--- src/rtl/zverif_mmio_hub_pkg.sv ---
`default_nettype none
// ----------------------------------------------------------------------------
// zverif_mmio_pkg : register offsets, response codes, FSM states, STATUS layout
// Rev 1.0
// ----------------------------------------------------------------------------
package zverif_mmio_pkg;

    localparam logic [7:0] OFF_DATA   = 8'h00;
    localparam logic [7:0] OFF_STATUS = 8'h04;

    localparam logic [1:0] RESP_OKAY   = 2'b00;
    localparam logic [1:0] RESP_SLVERR = 2'b10;
    localparam logic [1:0] RESP_DECERR = 2'b11;

    localparam int STAT_TX_FULL  = 0;
    localparam int STAT_RX_VALID = 1;
    localparam int STAT_TX_EMPTY = 2;
    localparam int STAT_CNT_LSB  = 8;

    typedef enum logic [0:0] {W_IDLE = 1'b0, W_RESP = 1'b1} wr_state_t;
    typedef enum logic [0:0] {R_IDLE = 1'b0, R_RESP = 1'b1} rd_state_t;

    function automatic logic [31:0] status_word(input logic full, input logic held,
                                                input logic empty, input logic [7:0] cnt);
        logic [31:0] w_s;
        w_s                       = '0;
        w_s[STAT_TX_FULL]         = full;
        w_s[STAT_RX_VALID]        = held;
        w_s[STAT_TX_EMPTY]        = empty;
        w_s[STAT_CNT_LSB +: 8]    = cnt;
        return w_s;
    endfunction

endpackage
`default_nettype wire

--- src/rtl/zverif_mmio_hub_if.sv ---
`default_nettype none
// ----------------------------------------------------------------------------
// zverif_mmio_hub_if : AXI-Lite bus bundle with master/slave views
// Rev 1.0
// ----------------------------------------------------------------------------
interface zverif_mmio_hub_if #(
    parameter int ADDR_WIDTH = 32,
    parameter int DATA_WIDTH = 32
);
    logic [ADDR_WIDTH-1:0]   awaddr;
    logic                    awvalid;
    logic                    awready;
    logic [DATA_WIDTH-1:0]   wdata;
    logic [DATA_WIDTH/8-1:0] wstrb;
    logic                    wvalid;
    logic                    wready;
    logic [1:0]              bresp;
    logic                    bvalid;
    logic                    bready;
    logic [ADDR_WIDTH-1:0]   araddr;
    logic                    arvalid;
    logic                    arready;
    logic [DATA_WIDTH-1:0]   rdata;
    logic [1:0]              rresp;
    logic                    rvalid;
    logic                    rready;

    modport slave (
        input  awaddr, awvalid, wdata, wstrb, wvalid, bready, araddr, arvalid, rready,
        output awready, wready, bresp, bvalid, arready, rdata, rresp, rvalid
    );

    modport master (
        output awaddr, awvalid, wdata, wstrb, wvalid, bready, araddr, arvalid, rready,
        input  awready, wready, bresp, bvalid, arready, rdata, rresp, rvalid
    );
endinterface
`default_nettype wire

--- src/rtl/zverif_sync_fifo.sv ---
`default_nettype none
// ----------------------------------------------------------------------------
// zverif_sync_fifo : single-clock FIFO with registered occupancy count
// Rev 1.0
// ----------------------------------------------------------------------------
module zverif_sync_fifo #(
    parameter int WIDTH = 32,
    parameter int DEPTH = 4
) (
    input  wire logic                     clk,
    input  wire logic                     resetn,
    input  wire logic                     push,
    input  wire logic [WIDTH-1:0]         push_data,
    input  wire logic                     pop,
    output logic      [WIDTH-1:0]         head,
    output logic                          full,
    output logic                          empty,
    output logic      [$clog2(DEPTH):0]   count
);
    localparam int PW = $clog2(DEPTH);

    logic [WIDTH-1:0] r_mem [DEPTH];
    logic [PW-1:0]    r_wr_ptr;
    logic [PW-1:0]    r_rd_ptr;
    logic [PW:0]      r_count;
    logic             w_push;
    logic             w_pop;

    assign full   = (r_count == (PW+1)'(DEPTH));
    assign empty  = (r_count == '0);
    assign count  = r_count;
    assign head   = r_mem[r_rd_ptr];
    assign w_push = push & ~full;
    assign w_pop  = pop & ~empty;

    always_ff @(posedge clk) begin
        if (w_push) begin
            r_mem[r_wr_ptr] <= push_data;
        end
    end

    // Power-of-two depth lets the pointers wrap by plain overflow.
    always_ff @(posedge clk or negedge resetn) begin
        if (!resetn) begin
            r_wr_ptr <= '0;
            r_rd_ptr <= '0;
            r_count  <= '0;
        end else begin
            if (w_push) r_wr_ptr <= r_wr_ptr + PW'(1);
            if (w_pop)  r_rd_ptr <= r_rd_ptr + PW'(1);
            case ({w_push, w_pop})
                2'b10:   r_count <= r_count + (PW+1)'(1);
                2'b01:   r_count <= r_count - (PW+1)'(1);
                default: r_count <= r_count;
            endcase
        end
    end
endmodule
`default_nettype wire

--- src/rtl/zverif_mmio_hub.sv ---
`default_nettype none
// ----------------------------------------------------------------------------
// zverif_mmio_hub : AXI-Lite slave fanning out to per-channel TX FIFOs / RX regs
// Rev 1.0
// ----------------------------------------------------------------------------
module zverif_mmio_hub
    import zverif_mmio_pkg::*;
#(
    parameter int DATA_WIDTH      = 32,
    parameter int ADDR_WIDTH      = 32,
    parameter int NUM_CHAN        = 2,
    parameter int CHAN_ADDR_WIDTH = 4,
    parameter int FIFO_DEPTH      = 4
) (
    input  wire logic                         clk,
    input  wire logic                         resetn,
    zverif_mmio_hub_if.slave                  s_axil,
    output logic      [NUM_CHAN-1:0]          tx_valid,
    input  wire logic [NUM_CHAN-1:0]          tx_ready,
    output logic      [NUM_CHAN*DATA_WIDTH-1:0] tx_data,
    input  wire logic [NUM_CHAN-1:0]          rx_valid,
    output logic      [NUM_CHAN-1:0]          rx_ready,
    input  wire logic [NUM_CHAN*DATA_WIDTH-1:0] rx_data
);
    localparam int          CNT_W      = $clog2(FIFO_DEPTH) + 1;
    localparam logic [15:0] c_chan_en  = (NUM_CHAN >= 16) ? 16'hFFFF : 16'((1 << NUM_CHAN) - 1);

    wr_state_t r_wr_state;
    rd_state_t r_rd_state;
    logic        r_bvalid, r_arready, r_rvalid;
    logic [1:0]  r_bresp, r_rresp;
    logic [31:0] r_rdata;

    logic [NUM_CHAN-1:0] w_full, w_empty, w_push, r_held, w_rx_pop;
    logic [CNT_W-1:0]    w_count [NUM_CHAN];
    logic [31:0]         r_hold  [NUM_CHAN];
    logic [15:0]         w_full_ext, w_empty_ext, w_held_ext;
    logic [7:0]          w_cnt_ext  [16];
    logic [31:0]         w_hold_ext [16];

    logic [3:0]                 w_wr_ch, w_rd_ch;
    logic [CHAN_ADDR_WIDTH-1:0] w_wr_off, w_rd_off;
    logic w_wr_is_data, w_wr_hit, w_wr_accept, w_rd_is_data, w_rd_is_status, w_ar_fire;
    logic [31:0] w_rd_data;
    logic [1:0]  w_rd_resp;
    logic        w_rd_pop;
    logic        w_unused_bits;

    assign w_wr_ch  = s_axil.awaddr[CHAN_ADDR_WIDTH +: 4];
    assign w_wr_off = s_axil.awaddr[CHAN_ADDR_WIDTH-1:0];
    assign w_rd_ch  = s_axil.araddr[CHAN_ADDR_WIDTH +: 4];
    assign w_rd_off = s_axil.araddr[CHAN_ADDR_WIDTH-1:0];
    assign w_unused_bits = ^{s_axil.awaddr, s_axil.araddr, s_axil.wstrb};

    assign w_wr_is_data   = c_chan_en[w_wr_ch] && (w_wr_off == CHAN_ADDR_WIDTH'(OFF_DATA));
    assign w_wr_hit       = w_wr_is_data ||
                            (c_chan_en[w_wr_ch] && (w_wr_off == CHAN_ADDR_WIDTH'(OFF_STATUS)));
    assign w_rd_is_data   = c_chan_en[w_rd_ch] && (w_rd_off == CHAN_ADDR_WIDTH'(OFF_DATA));
    assign w_rd_is_status = c_chan_en[w_rd_ch] && (w_rd_off == CHAN_ADDR_WIDTH'(OFF_STATUS));

    // AW and W are only taken together, and never into a full target FIFO.
    assign w_wr_accept = (r_wr_state == W_IDLE) && s_axil.awvalid && s_axil.wvalid &&
                         !(w_wr_is_data && w_full_ext[w_wr_ch]);
    assign w_ar_fire   = r_arready && s_axil.arvalid;

    assign s_axil.awready = w_wr_accept;
    assign s_axil.wready  = w_wr_accept;
    assign s_axil.bvalid  = r_bvalid;
    assign s_axil.bresp   = r_bresp;
    assign s_axil.arready = r_arready;
    assign s_axil.rvalid  = r_rvalid;
    assign s_axil.rresp   = r_rresp;
    assign s_axil.rdata   = r_rdata;

    for (genvar c = 0; c < NUM_CHAN; c++) begin : g_chan
        assign w_push[c]   = w_wr_accept && w_wr_is_data && (w_wr_ch == 4'(c));
        assign w_rx_pop[c] = w_ar_fire && w_rd_pop && (w_rd_ch == 4'(c));
        assign tx_valid[c] = ~w_empty[c];
        assign rx_ready[c] = ~r_held[c];

        zverif_sync_fifo #(.WIDTH(DATA_WIDTH), .DEPTH(FIFO_DEPTH)) u_tx_fifo (
            .clk       (clk),
            .resetn    (resetn),
            .push      (w_push[c]),
            .push_data (s_axil.wdata),
            .pop       (tx_ready[c]),
            .head      (tx_data[c*DATA_WIDTH +: DATA_WIDTH]),
            .full      (w_full[c]),
            .empty     (w_empty[c]),
            .count     (w_count[c])
        );

        always_ff @(posedge clk or negedge resetn) begin
            if (!resetn) begin
                r_held[c] <= 1'b0;
                r_hold[c] <= '0;
            end else if (rx_valid[c] && !r_held[c]) begin
                r_held[c] <= 1'b1;
                r_hold[c] <= rx_data[c*DATA_WIDTH +: DATA_WIDTH];
            end else if (w_rx_pop[c]) begin
                r_held[c] <= 1'b0;
            end
        end
    end

    // Pad per-channel state to 16 entries so the 4-bit channel index never overruns.
    for (genvar c = 0; c < 16; c++) begin : g_ext
        if (c < NUM_CHAN) begin : g_live
            assign w_full_ext[c]  = w_full[c];
            assign w_empty_ext[c] = w_empty[c];
            assign w_held_ext[c]  = r_held[c];
            assign w_cnt_ext[c]   = 8'(w_count[c]);
            assign w_hold_ext[c]  = r_hold[c];
        end else begin : g_pad
            assign w_full_ext[c]  = 1'b0;
            assign w_empty_ext[c] = 1'b0;
            assign w_held_ext[c]  = 1'b0;
            assign w_cnt_ext[c]   = '0;
            assign w_hold_ext[c]  = '0;
        end
    end

    always_comb begin
        w_rd_data = '0;
        w_rd_resp = RESP_DECERR;
        w_rd_pop  = 1'b0;
        if (w_rd_is_data) begin
            if (w_held_ext[w_rd_ch]) begin
                w_rd_data = w_hold_ext[w_rd_ch];
                w_rd_resp = RESP_OKAY;
                w_rd_pop  = 1'b1;
            end else begin
                w_rd_resp = RESP_SLVERR;
            end
        end else if (w_rd_is_status) begin
            w_rd_data = status_word(w_full_ext[w_rd_ch], w_held_ext[w_rd_ch],
                                    w_empty_ext[w_rd_ch], w_cnt_ext[w_rd_ch]);
            w_rd_resp = RESP_OKAY;
        end
    end

    always_ff @(posedge clk or negedge resetn) begin
        if (!resetn) begin
            r_wr_state <= W_IDLE;
            r_bvalid   <= 1'b0;
            r_bresp    <= RESP_OKAY;
        end else begin
            case (r_wr_state)
                W_IDLE: if (w_wr_accept) begin
                    r_wr_state <= W_RESP;
                    r_bvalid   <= 1'b1;
                    r_bresp    <= w_wr_hit ? RESP_OKAY : RESP_DECERR;
                end
                W_RESP: if (s_axil.bready) begin
                    r_wr_state <= W_IDLE;
                    r_bvalid   <= 1'b0;
                end
                default: r_wr_state <= W_IDLE;
            endcase
        end
    end

    // arready is registered so it stays low while reset is held.
    always_ff @(posedge clk or negedge resetn) begin
        if (!resetn) begin
            r_rd_state <= R_IDLE;
            r_arready  <= 1'b0;
            r_rvalid   <= 1'b0;
            r_rresp    <= RESP_OKAY;
            r_rdata    <= '0;
        end else begin
            case (r_rd_state)
                R_IDLE: if (w_ar_fire) begin
                    r_rd_state <= R_RESP;
                    r_arready  <= 1'b0;
                    r_rvalid   <= 1'b1;
                    r_rresp    <= w_rd_resp;
                    r_rdata    <= w_rd_data;
                end else begin
                    r_arready  <= 1'b1;
                end
                R_RESP: if (s_axil.rready) begin
                    r_rd_state <= R_IDLE;
                    r_arready  <= 1'b1;
                    r_rvalid   <= 1'b0;
                end
                default: r_rd_state <= R_IDLE;
            endcase
        end
    end
endmodule
`default_nettype wire

--- src/flat_wrapper.sv ---
// flat-port wrapper written by rule: the top's interface ports become plain ports
module zverif_mmio_hub_flat import zverif_mmio_pkg::*;
#(
    parameter int DATA_WIDTH      = 32,
    parameter int ADDR_WIDTH      = 32,
    parameter int NUM_CHAN        = 2,
    parameter int CHAN_ADDR_WIDTH = 4,
    parameter int FIFO_DEPTH      = 4
)
  (clk, resetn, tx_valid, tx_ready, tx_data, rx_valid, rx_ready, rx_data, s_axil_awaddr, s_axil_awvalid, s_axil_wdata, s_axil_wstrb, s_axil_wvalid, s_axil_bready, s_axil_araddr, s_axil_arvalid, s_axil_rready, s_axil_awready, s_axil_wready, s_axil_bresp, s_axil_bvalid, s_axil_arready, s_axil_rdata, s_axil_rresp, s_axil_rvalid);
  zverif_mmio_hub_if #(.ADDR_WIDTH(ADDR_WIDTH), .DATA_WIDTH(DATA_WIDTH)) s_axil_i ();
  input  wire logic clk;
  input  wire logic resetn;
  output logic      [NUM_CHAN-1:0] tx_valid;
  input  wire logic [NUM_CHAN-1:0] tx_ready;
  output logic      [NUM_CHAN*DATA_WIDTH-1:0] tx_data;
  input  wire logic [NUM_CHAN-1:0] rx_valid;
  output logic      [NUM_CHAN-1:0] rx_ready;
  input  wire logic [NUM_CHAN*DATA_WIDTH-1:0] rx_data;
  input wire logic [$bits(s_axil_i.awaddr)-1:0] s_axil_awaddr;
  input wire logic [$bits(s_axil_i.awvalid)-1:0] s_axil_awvalid;
  input wire logic [$bits(s_axil_i.wdata)-1:0] s_axil_wdata;
  input wire logic [$bits(s_axil_i.wstrb)-1:0] s_axil_wstrb;
  input wire logic [$bits(s_axil_i.wvalid)-1:0] s_axil_wvalid;
  input wire logic [$bits(s_axil_i.bready)-1:0] s_axil_bready;
  input wire logic [$bits(s_axil_i.araddr)-1:0] s_axil_araddr;
  input wire logic [$bits(s_axil_i.arvalid)-1:0] s_axil_arvalid;
  input wire logic [$bits(s_axil_i.rready)-1:0] s_axil_rready;
  output wire logic [$bits(s_axil_i.awready)-1:0] s_axil_awready;
  output wire logic [$bits(s_axil_i.wready)-1:0] s_axil_wready;
  output wire logic [$bits(s_axil_i.bresp)-1:0] s_axil_bresp;
  output wire logic [$bits(s_axil_i.bvalid)-1:0] s_axil_bvalid;
  output wire logic [$bits(s_axil_i.arready)-1:0] s_axil_arready;
  output wire logic [$bits(s_axil_i.rdata)-1:0] s_axil_rdata;
  output wire logic [$bits(s_axil_i.rresp)-1:0] s_axil_rresp;
  output wire logic [$bits(s_axil_i.rvalid)-1:0] s_axil_rvalid;
  assign s_axil_i.awaddr = s_axil_awaddr;
  assign s_axil_i.awvalid = s_axil_awvalid;
  assign s_axil_i.wdata = s_axil_wdata;
  assign s_axil_i.wstrb = s_axil_wstrb;
  assign s_axil_i.wvalid = s_axil_wvalid;
  assign s_axil_i.bready = s_axil_bready;
  assign s_axil_i.araddr = s_axil_araddr;
  assign s_axil_i.arvalid = s_axil_arvalid;
  assign s_axil_i.rready = s_axil_rready;
  assign s_axil_awready = s_axil_i.awready;
  assign s_axil_wready = s_axil_i.wready;
  assign s_axil_bresp = s_axil_i.bresp;
  assign s_axil_bvalid = s_axil_i.bvalid;
  assign s_axil_arready = s_axil_i.arready;
  assign s_axil_rdata = s_axil_i.rdata;
  assign s_axil_rresp = s_axil_i.rresp;
  assign s_axil_rvalid = s_axil_i.rvalid;
  zverif_mmio_hub #(.DATA_WIDTH(DATA_WIDTH), .ADDR_WIDTH(ADDR_WIDTH), .NUM_CHAN(NUM_CHAN), .CHAN_ADDR_WIDTH(CHAN_ADDR_WIDTH), .FIFO_DEPTH(FIFO_DEPTH)) u_core (.clk(clk), .resetn(resetn), .s_axil(s_axil_i), .tx_valid(tx_valid), .tx_ready(tx_ready), .tx_data(tx_data), .rx_valid(rx_valid), .rx_ready(rx_ready), .rx_data(rx_data));
endmodule
--- config.mk ---
export PLATFORM = sky130hd
export DESIGN_NAME = zverif_mmio_hub_flat
export DESIGN_NICKNAME = d
export VERILOG_FILES = /design/src/rtl/zverif_mmio_hub_pkg.sv /design/src/rtl/zverif_mmio_hub_if.sv /design/src/rtl/zverif_sync_fifo.sv /design/src/rtl/zverif_mmio_hub.sv /design/src/flat_wrapper.sv
export SDC_FILE = /design/constraint.sdc
export NUM_CORES = 1
export LEC_CHECK = 0
export BUFFER_PORTS_ARGS = -buffer_cell sky130_fd_sc_hd__buf_2
export CELL_PAD_IN_SITES_DETAIL_PLACEMENT = 1
export CELL_PAD_IN_SITES_GLOBAL_PLACEMENT = 1
export CORE_MARGIN = 2
export CORE_UTILIZATION = 52
export CTS_BUF_LIST = sky130_fd_sc_hd__clkbuf_4
export CTS_CLUSTER_SIZE = 20
export DETAILED_ROUTE_END_ITERATION = 6
export PLACE_DENSITY_LB_ADDON = 0.1
export SLEW_MARGIN = 0
export SYNTH_ARGS = -nofsm -noshare
export SYNTH_HDL_FRONTEND = slang
export SYNTH_SLANG_ARGS = --single-unit
--- constraint.sdc ---
create_clock -name clk -period 4 [get_ports clk]
set_input_delay 0.2 -clock clk [delete_from_list [all_inputs] [get_ports clk]]
set_output_delay 0.2 -clock clk [all_outputs]
set_load 0.02 [all_outputs]
# ---- Word level (Yosys, flattened, before mapping)
# Memory sizes are Yosys's and may differ from the RTL's.
# Index checks and enable logic that the tools add are counted.
dict set report totals {
  ff_bits 121
  ram_bits 256
  romBits 32
  inputBits 175
  output_inout_bits 109
  wordCells 145
  mem_count 4
}
dict set report op_classes {
  addsub 8
  n_lt_le_gt_ge 3
  eq_ne 14
  muxes 50
  n_bitwise 13
  reduce_logical 35
}
# name words word_bits read_ports rd_clocked_by_memory_dff write_ports line_no
set mem_list {}
lappend mem_list {{u_core.g_chan[0].u_tx_fifo.r_mem} 4 32 1 0 1 zverif_sync_fifo.sv:22} ;# logic [WIDTH-1:0] r_mem [DEPTH];
lappend mem_list {{u_core.g_chan[1].u_tx_fifo.r_mem} 4 32 1 0 1 zverif_sync_fifo.sv:22}
lappend mem_list {{(name not given)} 16 1 1 0 0 zverif_mmio_hub.sv:58} ;# assign w_rd_is_data = c_chan_en[w_rd_ch] && (w_rd_off == CHAN_ADDR_WIDTH'(OFF_DATA));
lappend mem_list {{(name not given)} 16 1 1 0 0 zverif_mmio_hub.sv:55} ;# assign w_wr_is_data = c_chan_en[w_wr_ch] && (w_wr_off == CHAN_ADDR_WIDTH'(OFF_DATA));
# operator count
set ops {}
lappend ops {{32-bit binary-select mux with 4-bit select} 1}
lappend ops {{32-bit 2-to-1 mux} 4}
lappend ops {{8-bit binary-select mux with 4-bit select} 1}
lappend ops {{1-bit 2-to-1 mux} 26}
lappend ops {{1-bit logical AND} 17}
lappend ops {{1-bit binary-select mux with 4-bit select} 4}
lappend ops {{4-bit logical NOT} 4}
lappend ops {{16-bit 2-to-1 mux} 1}
lappend ops {{8-bit 2-to-1 mux} 2}
lappend ops {{3-bit case mux with 2 select lines} 2}
lappend ops {{4-bit by 5-bit < comparator with 1-bit output, second input constant} 2}
lappend ops {{1-bit case mux with 2 select lines} 5}
lappend ops {{2-bit by 1-bit adder with 2-bit output, second input constant} 4}
lappend ops {{4-bit by 1-bit == test with 1-bit output, second input constant} 2}
lappend ops {{4-bit by 3-bit == test with 1-bit output, second input constant} 2}
lappend ops {{2-bit 2-to-1 mux} 4}
lappend ops {{1-bit NOT} 8}
lappend ops {{2-bit AND reduction} 4}
lappend ops {{2-bit nonzero test} 4}
lappend ops {{3-bit by 1-bit adder with 3-bit output, second input constant} 2}
lappend ops {{3-bit == test, second input constant} 2}
lappend ops {{3-bit logical NOT} 2}
lappend ops {{3-bit by 1-bit subtractor with 3-bit output, second input constant} 2}
lappend ops {{5-bit >= comparator, second input constant} 1}
lappend ops {{8 further kinds} 17}

# ---- Longest topological paths before layout
dict set report depth {
  depth_word 11
  mapped_depth 11
  ltp_nobuf 10
}

# ---- Modules after synthesis
# Synthesis repeated with hierarchy kept, for this count alone.
dict set report unflattened {
  hier_cells 763
  area_unflattened_um2 14775.4
}
# mod instances cells_each area_per_inst_um2 seq_area_each_um2
set by_module_without_submodules {}
lappend by_module_without_submodules {{zverif_sync_fifo (u_core.g_chan[0].u_tx_fifo)} 1 205 5091.1 4018.9}
lappend by_module_without_submodules {{zverif_sync_fifo (u_core.g_chan[1].u_tx_fifo)} 1 206 5041.1 4018.9}
lappend by_module_without_submodules {zverif_mmio_hub 1 352 4643.2 2652.5}

# ---- Worst setup path before layout
# OpenSTA, ideal clock, no wires.
dict set report synth_path {
  path_kind {reg-to-reg}
  from {register u_core.r_wr_state}
  to {memory u_core.g_chan[1].u_tx_fifo.r_mem[0][0], enable pin}
  setup_time_ns 0.392
  t_arrival_ns 1.892
  required_time_ns 3.608
  slack_ns 1.716
  path_stages_with_launch 6
  n_path_buf 1
  period_less_slack_ns 2.284
  cell_sequence {dfrtp_1 -> and3b_1 -> and4b_1 -> and3_1 -> buf_6 -> and2_1}
}
dict set report synth_via {
  elab_chain_len 9
}
# element line_no
set synth_rtl {}
lappend synth_rtl {{from (decl)} zverif_mmio_hub.sv:28} ;# wr_state_t r_wr_state;
lappend synth_rtl {{from (signal assigned)} zverif_mmio_hub.sv:144} ;# r_wr_state <= W_IDLE;
lappend synth_rtl {{from (signal assigned)} zverif_mmio_hub.sv:150} ;# r_wr_state <= W_RESP;
lappend synth_rtl {{from (signal assigned)} zverif_mmio_hub.sv:155} ;# r_wr_state <= W_IDLE;
lappend synth_rtl {{1-bit NOT} zverif_mmio_hub.sv:62} ;# assign w_wr_accept = (r_wr_state == W_IDLE) && s_axil.awvalid && s_axil.wvalid &&
lappend synth_rtl {{1-bit logical AND (3 in series)} zverif_mmio_hub.sv:62}
lappend synth_rtl {{1-bit logical AND (2 in series)} zverif_mmio_hub.sv:76} ;# assign w_push[c] = w_wr_accept && w_wr_is_data && (w_wr_ch == 4'(c));
lappend synth_rtl {{1-bit bitwise AND} zverif_sync_fifo.sv:33} ;# assign w_push = push & ~full;
lappend synth_rtl {{1-bit 2-to-1 mux} zverif_sync_fifo.sv:37} ;# if (w_push) begin
lappend synth_rtl {{1-bit 2-to-1 mux (not written as such)} zverif_sync_fifo.sv:38} ;# r_mem[r_wr_ptr] <= push_data;
lappend synth_rtl {{to (decl)} zverif_sync_fifo.sv:22}
# Every way passes these cells.

# ---- Worst setup path in the final report
dict set report layout_path {
  from {register u_core.g_chan[0].u_tx_fifo.r_rd_ptr[0]}
  to {output port tx_data[27]}
}
dict set report layout_via {
  elab_chain_len 1
}
# element line_no
set layout_rtl {}
lappend layout_rtl {{from (decl)} zverif_sync_fifo.sv:24} ;# logic [PW-1:0] r_rd_ptr;
lappend layout_rtl {{from (signal assigned)} zverif_sync_fifo.sv:50} ;# if (w_pop) r_rd_ptr <= r_rd_ptr + PW'(1);
lappend layout_rtl {{memory read 4 x 32 bit} n/a}
lappend layout_rtl {{to (decl)} flat_wrapper.sv:16} ;# output logic [NUM_CHAN*DATA_WIDTH-1:0] tx_data;
# Every way passes these cells.

==> impl_metrics.env <==
export IMPL_status="complete, no violations"
export IMPL_cp_data_arrival_time_ns=2.60
export IMPL_synth_compound_area_share_pct=2.64
export IMPL_root_buffer="clkbuf_4"
export IMPL_via_per_inst=5.33
export IMPL_synthSimpleGateAreaFrac_pct=2.97
export IMPL_power_w=0.0105
export IMPL_grt_max_degree=73
export IMPL_wirelength_um=37000
export IMPL_maxCapViolCount=0
export IMPL_crit_cells=3
export IMPL_crit_buf_inv=2
export IMPL_period_needed_ns=2.80
export IMPL_fp_dieH_um=172
export IMPL_grt_pass1_wl_um=57000
export IMPL_cts_tree="done"
export IMPL_setup_viol=0
export IMPL_p_leak_nw=7.46
export IMPL_grt_antenna_before_repair=1
export IMPL_ys_types=48
export IMPL_rows=61
export IMPL_tns_ns=0
export IMPL_crit_family="buffers and inverters"
export IMPL_async_flop_share_pct=31.9
export IMPL_final_setup_skew_ns=0.0494
export IMPL_synth_main_ff_cell="edfxtp_1"
export IMPL_cts_buffers=97
export IMPL_rsz0062_at_grt="no"
export IMPL_ff2ff_path_depth=5
export IMPL_synthTopCellsByArea="edfxtp_1 53%, dfrtp_1 21%, mux4_2 9.8%"
export IMPL_place_gp_congestion=0.723
export IMPL_hold_viol_final=0
export IMPL_max_freq_mhz=357
export IMPL_synth_top_area_cell="edfxtp_1"
export IMPL_r2r_start="u_core.r_wr_state$_DFF_PN0_"
export IMPL_setup_worst_path_end_class="output port"
export IMPL_cts_htree_levels=3
export IMPL_synth_top_family_by_area="multiplexers"
export IMPL_drive_above_1_share_pct=43.6
export IMPL_synth_seq_cells=376
export IMPL_cts_clk_slew_worst_paths_ns=0.07
export IMPL_r2r_slack_ns=1.45
export IMPL_rr_endpoint="u_core.g_chan[1].u_tx_fifo.r_mem[1][18]$_DFFE_PP_"
export IMPL_fin_nets=1376
export IMPL_synth_area_per_cell_um2=19.2
export IMPL_synth_xor_area_share_pct=0.718
export IMPL_syn_to_final_growth_pct=27.6
export IMPL_mappedNetlistArea_mm2=0.0146
export IMPL_clk_path_buf_depth=3
export IMPL_synth_adder_area_share_pct=1.13
export IMPL_placed_cells=1345
export IMPL_dpl_hpwl_um=20700
export IMPL_cp_cell_sequence="buf_4 > mux4_2 > buf_2"
export IMPL_place_area_mm2=0.0162
export IMPL_coreArea_mm2=0.0278
export IMPL_hold_depth=5
export IMPL_seq_area_frac_synth_pct=73.0
export IMPL_grt_pass1_vias=10100
export IMPL_drc=0
export IMPL_seqCellArea_mm2=0.0107
export IMPL_worstSetupStartpoint="u_core.g_chan[0].u_tx_fifo.r_rd_ptr[0]$_DFFE_PN0P_"
export IMPL_tightestPinTransition_ns=1.09
export IMPL_ir_worst_vdd_mv=0.291
export IMPL_cp_endpoint="tx_data[27]"
export IMPL_die_w_um=172
export IMPL_yosysTopAreaCellShare_pct=52.5
export IMPL_gr_total_overflow=0
export IMPL_synthCells=762
export IMPL_ys_warnings_count=0
export IMPL_min_path_type="input pin to flop"
export IMPL_cp_max_fo=23
export IMPL_cp_start_kind="flop"
export IMPL_slew_viol_final=0
export IMPL_grtUsageTotal_pct=25.9
export IMPL_cpMaxStageDelayCell="mux4_2"
export IMPL_min_period_over_period_pct=70.0
export IMPL_dr_total_vias=8730
export IMPL_worstPathRequired_ns=3.80
export IMPL_crit_type="flop to output port"
export IMPL_ant_nets=0
export IMPL_synthMuxAreaShare_pct=17.6
export IMPL_numPortBuffers=231
export IMPL_max_slew_margin_rel_pct=27.6
export IMPL_io_pins=284
export IMPL_drtIter0Drc=434
export IMPL_nFillCells=2562
export IMPL_synth_edf_count=256
export IMPL_multi_input_area_mm2=0.00368
export IMPL_insertion_delay_ns=0.70
export IMPL_drtPass1Iterations=6
export IMPL_cts_sinks=376
export IMPL_finalNonFillerCells=1637
export IMPL_cpPeakStageDelay_ns=0.62
export IMPL_cts_resized=0
export IMPL_die_area_mm2=0.0295
export IMPL_cellPowerDensity_mw_per_mm2=561
export IMPL_initial_utilization_pct=52.7
export IMPL_wl_per_cell_um=22.6
export IMPL_stdcell_area_mm2=0.0187
export IMPL_syn_nets=949
==> Yosys cell counts, types with 5 or more instances <==
library cell	instances
edfxtp_1	256
dfrtp_1	120
mux4_2	64
mux2_2	59
mux2i_1	37
nand2_1	37
o31ai_1	26
buf_2	20
inv_1	17
clkbuf_1	14
nor2_1	11
ha_1	10
and2_1	8
o21ai_0	8
xnor2_1	6
xor2_1	6
a21oi_1	5
mux2_1	5
==> sequential cells by signal, indices dropped and copies added, names as in the netlist, 2 cells and up <==
signal	count
u_core.r_hold	64
u_core.s_axil.rdata	32
u_core.g_chan.u_tx_fifo.r_rd_ptr	4
u_core.g_chan.u_tx_fifo.r_mem	256
u_core.g_chan.u_tx_fifo.r_wr_ptr	4
u_core.s_axil.rresp	2
u_core.g_chan.u_tx_fifo.count	6
u_core.r_held	2
==> layout make-up <==
| class | count | area share (%) |
|---|---|---|
| sequential | 376 | 57.3 |
| multi-input combinational | 328 | 19.7 |
| timing repair buffer | 369 | 13.6 |
| clock buffer | 149 | 5.99 |
| tap | 378 | 2.53 |
| clock inverter | 19 | 0.503 |
| inverter | 17 | 0.342 |
| antenna | 1 | 0.0134 |
==> through the flow <==
step | setup WS, ns | hold slack [ns] | util [%]
after floorplan | 1.72 | -0.0956 | -
after global placement | 1.46 | 0.394 | 58.4
after detailed placement | 1.39 | 0.397 | 58.4
after CTS | 1.05 | 0.0113 | 67.2
after global routing | 0.947 | 0.0546 | 67.2
final | 1.20 | 0.0912 | 67.2
==> logic make-up after synthesis <==
family,after synthesis
flip-flops,376
multiplexers,168
AND/OR/NAND/NOR,82
buffers and inverters,58
AO/OA/AOI/OAI,54
XOR/XNOR,12
adder cells (fa/ha/maj),12
==> what timing repair did <==
| item | CTS | global route |
|---|---|---|
| endpoints found under the hold margin | 414 | 0 |
| buffers inserted | 0 | 0 |
| hold buffers | 123 | 0 |
==> placed cells by master, fill, tap and decap left out, drive strengths merged, types with 3 or more instances in the layout <==
cell type,count
a21oi,5
clkinv,14
buf,246
nor2b,3
nand2,37
dlygate4sd3,123
clkbuf,149
xnor2,6
mux4,64
o31ai,26
mux2,67
edfxtp,256
nor2,11
inv,20
nor3,4
dfrtp,120
mux2i,37
nand3,3
o22a,3
and2,12
o21ai,8
ha,10
xor2,6
==> worst min-delay path by stage <==
stage,start,to
after floorplan,resetn,u_core.g_chan[0].u_tx_fifo.count[0]$_DFFE_PN0P_
after global placement,s_axil_bready,u_core.s_axil.bvalid$_DFFE_PN0P_
after detailed placement,s_axil_bready,u_core.s_axil.bvalid$_DFFE_PN0P_
after CTS,s_axil_araddr[0],u_core.s_axil.rdata[1]$_DFFE_PN0P_
after global routing,s_axil_araddr[0],u_core.s_axil.rdata[1]$_DFFE_PN0P_
final,s_axil_araddr[7],u_core.s_axil.rdata[9]$_DFFE_PN0P_
==> metal layers <==
layer  up-vias  track usage [%]  routed length [µm]
met5         -                0                   0
met3        58             8.28                2730
met1      4497             29.8               14000
met2       306             45.3               19400
met4         0             9.46                 833
li1       3869                -                   -
==> worst reg2reg max path: cells and delay by family, from the launching register on <==
kind          cells  cell delay [ns]
simple gates      4             1.28
buf+inv           1             0.51
flops             1             0.40
==> where the power goes <==
| group | internal (W) | switching, W |
|---|---|---|
| combinational | 0.00120 | 0.00141 |
| clock | 0.00169 | 0.00157 |
| sequential | 0.00433 | 0.000273 |
Note: power is estimated with default switching activity, not from simulation.
